==> src/rtl/jk_cmd_driver.sv <==
// ---------------------------------------------------------------------------
// jk_cmd_driver
//
// Command-driven stimulus stage that sits directly upstream of a JK flip-flop.
// Commands (HOLD/RESET/SET/TOGGLE plus a repeat length) arrive over a
// valid/ready handshake, are buffered in a small circular FIFO, and are then
// played onto registered j/k outputs for cmd_len+1 cycles each. A shadow copy
// of the downstream flop's Q is kept so the flop can be checked against it.
//
// Ports:
//   clk        : clock, all state updates on the rising edge
//   rst        : synchronous, active-high reset
//   cmd_valid  : a command is present on cmd_op/cmd_len
//   cmd_ready  : FIFO can accept a command this cycle (low while rst is high)
//   cmd_op     : 0=HOLD(jk=00) 1=RESET(jk=01) 2=SET(jk=10) 3=TOGGLE(jk=11)
//   cmd_len    : drive length minus one
//   j, k       : registered J/K to the downstream flop
//   busy       : FSM is in DRIVE
//   done       : one-cycle pulse after a command's last drive cycle
//   q_model    : shadow Q with standard JK semantics
//   fifo_level : number of queued commands (0..DEPTH)
// ---------------------------------------------------------------------------
module jk_cmd_driver #(
    parameter int DEPTH = 4,
    parameter int CNT_W = 4,
    parameter int LVL_W = $clog2(DEPTH + 1)
) (
    input  logic             clk,
    input  logic             rst,
    input  logic             cmd_valid,
    output logic             cmd_ready,
    input  logic [1:0]       cmd_op,
    input  logic [CNT_W-1:0] cmd_len,
    output logic             j,
    output logic             k,
    output logic             busy,
    output logic             done,
    output logic             q_model,
    output logic [LVL_W-1:0] fifo_level
);

    localparam int PTR_W = (DEPTH > 1) ? $clog2(DEPTH) : 1;

    typedef enum logic {
        IDLE  = 1'b0,
        DRIVE = 1'b1
    } state_t;

    state_t           state;
    logic [CNT_W-1:0] cnt;

    logic [CNT_W+1:0] mem [DEPTH];
    logic [PTR_W-1:0] wr_ptr;
    logic [PTR_W-1:0] rd_ptr;

    logic             full;
    logic             empty;
    logic             push;
    logic             pop;
    logic [1:0]       head_op;
    logic [CNT_W-1:0] head_len;

    // No full-bypass: a pop in the same cycle does not open a slot for a push.
    assign full      = (fifo_level == LVL_W'(DEPTH));
    assign empty     = (fifo_level == '0);
    assign cmd_ready = !rst && !full;
    assign push      = cmd_valid && cmd_ready;

    // The FSM takes the head entry either when idle or on the final cycle of
    // the current command, which gives back-to-back playback with no gap.
    assign pop       = !empty && ((state == IDLE) || (cnt == '0));

    assign {head_op, head_len} = mem[rd_ptr];
    assign busy                = (state == DRIVE);

    // Storage array carries no reset; only the pointers and level define
    // which entries are meaningful.
    always_ff @(posedge clk) begin
        if (push) begin
            mem[wr_ptr] <= {cmd_op, cmd_len};
        end
    end

    // FIFO bookkeeping. DEPTH is a power of two so the pointers wrap on their
    // own; the level tracks accepted-but-not-popped entries.
    always_ff @(posedge clk) begin
        if (rst) begin
            wr_ptr     <= '0;
            rd_ptr     <= '0;
            fifo_level <= '0;
        end else begin
            if (push) begin
                wr_ptr <= wr_ptr + PTR_W'(1);
            end
            if (pop) begin
                rd_ptr <= rd_ptr + PTR_W'(1);
            end
            case ({push, pop})
                2'b10:   fifo_level <= fifo_level + LVL_W'(1);
                2'b01:   fifo_level <= fifo_level - LVL_W'(1);
                default: fifo_level <= fifo_level;
            endcase
        end
    end

    // Playback FSM plus the shadow Q. q_model looks at the j/k currently on
    // the outputs, i.e. exactly what the downstream flop samples at this edge.
    always_ff @(posedge clk) begin
        if (rst) begin
            state   <= IDLE;
            cnt     <= '0;
            j       <= 1'b0;
            k       <= 1'b0;
            done    <= 1'b0;
            q_model <= 1'b0;
        end else begin
            done <= 1'b0;

            case ({j, k})
                2'b01:   q_model <= 1'b0;
                2'b10:   q_model <= 1'b1;
                2'b11:   q_model <= ~q_model;
                default: q_model <= q_model;
            endcase

            case (state)
                IDLE: begin
                    if (!empty) begin
                        {j, k} <= head_op;
                        cnt    <= head_len;
                        state  <= DRIVE;
                    end
                end
                DRIVE: begin
                    if (cnt != '0) begin
                        cnt <= cnt - CNT_W'(1);
                    end else begin
                        done <= 1'b1;
                        if (!empty) begin
                            {j, k} <= head_op;
                            cnt    <= head_len;
                        end else begin
                            j     <= 1'b0;
                            k     <= 1'b0;
                            state <= IDLE;
                        end
                    end
                end
                default: begin
                    j     <= 1'b0;
                    k     <= 1'b0;
                    state <= IDLE;
                end
            endcase
        end
    end

endmodule

==> config.mk <==
export PLATFORM = sky130hd
export DESIGN_NAME = jk_cmd_driver
export DESIGN_NICKNAME = d
export VERILOG_FILES = /design/src/rtl/jk_cmd_driver.sv
export SDC_FILE = /design/constraint.sdc
export NUM_CORES = 1
export LEC_CHECK = 0
export BUFFER_PORTS_ARGS = -buffer_cell sky130_fd_sc_hd__clkbuf_2
export CORE_ASPECT_RATIO = 1.75
export CORE_MARGIN = 2
export CORE_UTILIZATION = 35
export CTS_BUF_LIST = sky130_fd_sc_hd__clkbuf_2
export DETAILED_ROUTE_END_ITERATION = 6
export PLACE_DENSITY = 0.56
export SYNTH_ARGS = -nofsm -noshare
export SYNTH_HDL_FRONTEND = slang
export SYNTH_SLANG_ARGS = --single-unit
export TNS_END_PERCENT = 30
==> constraint.sdc <==
create_clock -name clk -period 2.4 [get_ports clk]
set_input_delay 0.12 -clock clk [delete_from_list [all_inputs] [get_ports clk]]
set_output_delay 0.12 -clock clk [all_outputs]
set_load 0.1 [all_outputs]
==> reports/qor_table.md <==
| Item | Reported |
|:---|:---|
| Run status | finished clean |
| Worst-case register-to-register setup slack | 0.03 ns |
| Endpoint arrival time on the critical path | 2.73 ns |
| Top delay family on crit path | simple AND/OR/NAND/NOR gates |
| Number of instances in the placed design | 202 |
| Ordered cell list for the critical path | inv_1 > ha_2 > or3b_4 > a21oi_4 > ha_4 > inv_1 > fa_2 > xor2_1 > or3_1 > a21oi_2 |
| Worst skew pair latency | 0.39 ns |
| Max incr delay on CP | 0.39 ns |
| Type of origin of the critical path | flop |
| Buffers added on ports | 17 |
| Most used cells in the layout excluding fill and tap cells | 24 x edfxtp_1, 23 x clkbuf_2, 16 x dfxtp_1 |
| Leftover overflow at the end of global routing | 0 |
| Max-slew violation total from the final report | 0 |
| Worst-case reg-to-reg path depth | 10 |
| Clk root buf | clkbuf_2 |
| Synthesis-to-finish area growth | 19.48% |
| Synthesized area per cell | 13.69 µm² |
| Horizontal extent of the die | 57.90 µm |
| WL final | 2.896 mm |
| Fraction of the core area covered by cells at the end of the flow | 43.08% |
| Worst Path Class, Setup | reg2reg |
| Predominant post-synthesis flop cell | edfxtp_1 |
| Post-detailed-route count of antenna-violating nets | 0 |
| Maximum frequency from static timing analysis | 0.4214 GHz |
| Synthesized cell area | 0.001779 mm² |
| Antenna violations before repair | 0 |
| Aggregate negative setup slack | 0 ns |
| FILL cells | 465 |
| Diode count | 0 |
| Maximum buffer depth of the clock tree | 2 |
| Overall via count from detail_route | 1089 |
| Worst path depth | 10 |
| CP max stage cell | or3b_4 |
| Max rail drop VDD | 0.0006972 V |
| Final instance area | 0.002126 mm² |
| Type of destination of the critical path | flop |
| Global Route Usage Sum | 12.04% |
| Launch point of the worst path | cnt[1] |
| Seq/Total Area, Yosys | 60.76% |
| Global-route wire length before repair | 5.250 mm |
| Total nets after synthesis | 146 |
| Post-placement cell area | 0.001949 mm² |
| Number of buffers inserted during clock tree synthesis | 5 |
| Reg2Reg Launch Point | cnt[1] |
| Termination of the worst setup path | fifo_level[2] |
| Register bit count reported by yosys | 42 |
| DR WL/cell | 13.22 µm |
| Worst Tran Pin Value | 0.6512 ns |
| Worst slew margin | 56.35% |
| Die area | 0.005692 mm² |
| Placeable core region | 0.004935 mm² |
| Post-layout instance count excluding filler cells | 219 |
| Post-synthesis instance total | 130 |
| Number of buffer and inverter stages on the critical path | 2 |
| Most common cell after layout, fill and taps aside | edfxtp_1 |
| Number of I/O pins | 18 |
| Synth async-reset ratio | 0% |
| LEAKAGE | 0.7802 nW |
| Max Clock Skew | 0.01886 ns |
| Number of max-cap violations | 0 |
| Final worst-path cycle share | 98.88% |
| Smallest hold slack | 0.1241 ns |
| DRC violation count after routing | 0 |
| Initial DRT Pass Iterations | 4 |
| Final Setup Violations | 0 |
| EDFF count, synth | 24 |
| Total Nets Final | 180 |
| Crit path max fanout | 2 |
| Post-synthesis cell type count | 38 |
| Overall power of the completed layout | 2.705 mW |
| CTS tree | yes |
| Initial Utilization | 36.05% |
| 1st-iter DRT viols | 10 |
| Height of the die | 98.32 µm |
| Clk slew on worst S/H paths | 0.22 ns |
| CP most frequent cell | inv_1 |
| HPWL after detailed placement | 2.170 mm |
| Via-to-Cell Ratio | 4.973 |
| Clk sink count | 42 |
| Setup repair after global routing missed its margin | yes |
| Power density relative to cell area | 1272 mW/mm² |
| Cell row count | 34 |
| Number of warnings printed during yosys synthesis | 0 |
| Vias in the first global route | 1188 |
| End of the worst register-to-register path | fifo_level[2] |
| Endpoint required time on the critical path | 2.76 ns |
| Share of final-layout standard cells stronger than drive strength 1 | 33.33% |
| Pin count of the biggest net entering global routing | 21 |
| Number of endpoints with negative hold slack in the final report | 0 |
| Worst setup slack before clock tree synthesis | -0.02044 ns |
| Class of the tightest hold or removal check | in2reg |
| Post-route minimum period | 2.373 ns |
| Final setup slack of the worst path | 0.02686 ns |
| Weighted congestion at the end of routability-driven global placement | 0.7342 |
| H-tree lvl count | 2 |
==> worst reg2reg max path, delay by kind of cell, from the launching register on <==
family / cells / cell delay (ns)
AND/OR/NAND/NOR: 2 / 0.77
adder cells (fa/ha/maj): 3 / 0.65
XOR/XNOR: 1 / 0.15
buffers and inverters: 2 / 0.10
flip-flops: 1 / 0.37
AO/OA/AOI/OAI: 2 / 0.29
==> Yosys cell counts (2+ instances only) <==
master    count  area, µm²
a211oi_1      2      15.01
inv_1        11      41.29
edfxtp_1     24      720.7
xor2_1        2      17.52
nand2_1       6      22.52
a211oi_2      2      25.02
dfxtp_1      18      360.4
ha_1          6      75.07
mux4_2        6      135.1
xnor2_1       4      35.03
nor2_1       12      45.04
and2_1        4      25.02
a22oi_1       2      15.01
a21oi_1       6      30.03
or3_1         2      12.51
==> power by group <==
part           total (mW)  internal, mW  switching [mW]  leakage, nW
clock               0.406         0.180           0.226       0.0392
combinational        1.29         0.504           0.787        0.374
sequential           1.01         0.892           0.115        0.367
total                2.70          1.58            1.13        0.780
==> how the worst min path moves through the flow <==
stage / startpoint / endpoint / slack (ns) / cells past startpoint
2_1_floorplan: cmd_len[0] / mem[0][0] / 0.22 / 0
3_3_place_gp: cmd_len[1] / mem[3][1] / 0.34 / 1
3_5_place_dp: cmd_len[0] / mem[3][0] / 0.35 / 1
4_1_cts: rst / cnt[1] / 0.12 / 3
5_1_grt: rst / fifo_level[2] / 0.12 / 3
6_report: rst / fifo_level[2] / 0.12 / 3
==> cell type report <==
cell class / instances / area [µm²] / area share, %
Sequential cell: 42 / 1084 / 50.97
Clock inverter: 2 / 37.54 / 1.766
Inverter: 11 / 41.29 / 1.942
Timing Repair Buffer: 32 / 212.7 / 10.01
Clock buffer: 6 / 30.03 / 1.413
Multi-Input combinational cell: 72 / 653.1 / 30.72
Tap cell: 54 / 67.56 / 3.178
==> cells by family after synthesis <==
kind of cell | count (synthesis) | synth area share [%]
flip-flops | 42 | 60.76
AND/OR/NAND/NOR | 31 | 8.861
AO/OA/AOI/OAI | 20 | 9.001
buffers and inverters | 16 | 4.078
multiplexers | 8 | 9.001
adder cells (fa/ha/maj) | 7 | 5.345
XOR/XNOR | 6 | 2.954
==> what timing repair did <==
item	CTS	global route
pin swaps	1	4
hold endpoints to repair	24	0
setup endpoints to repair	1	1
resized for setup	5	3
hold buffers	6	0
setup buffers	0	3
==> flip-flops by register name, summed over array words and instances, names as in the netlist, named ones only <==
signal / count
rd_ptr: 2
done: 1
mem: 24
q_model: 1
j: 1
wr_ptr: 2
cnt: 4
busy: 1
fifo_level: 3
k: 1
==> metal layers <==
layer / wire length (µm) / vias to the layer above / GRT usage, %
li1: - / 535 / -
met1: 1067 / 534 / 12.18
met2: 1704 / 15 / 21.85
met3: 81 / 5 / 3.179
met4: 43 / 0 / 5.903
met5: 0 / - / 0
Power figures use the tool's default switching activity.
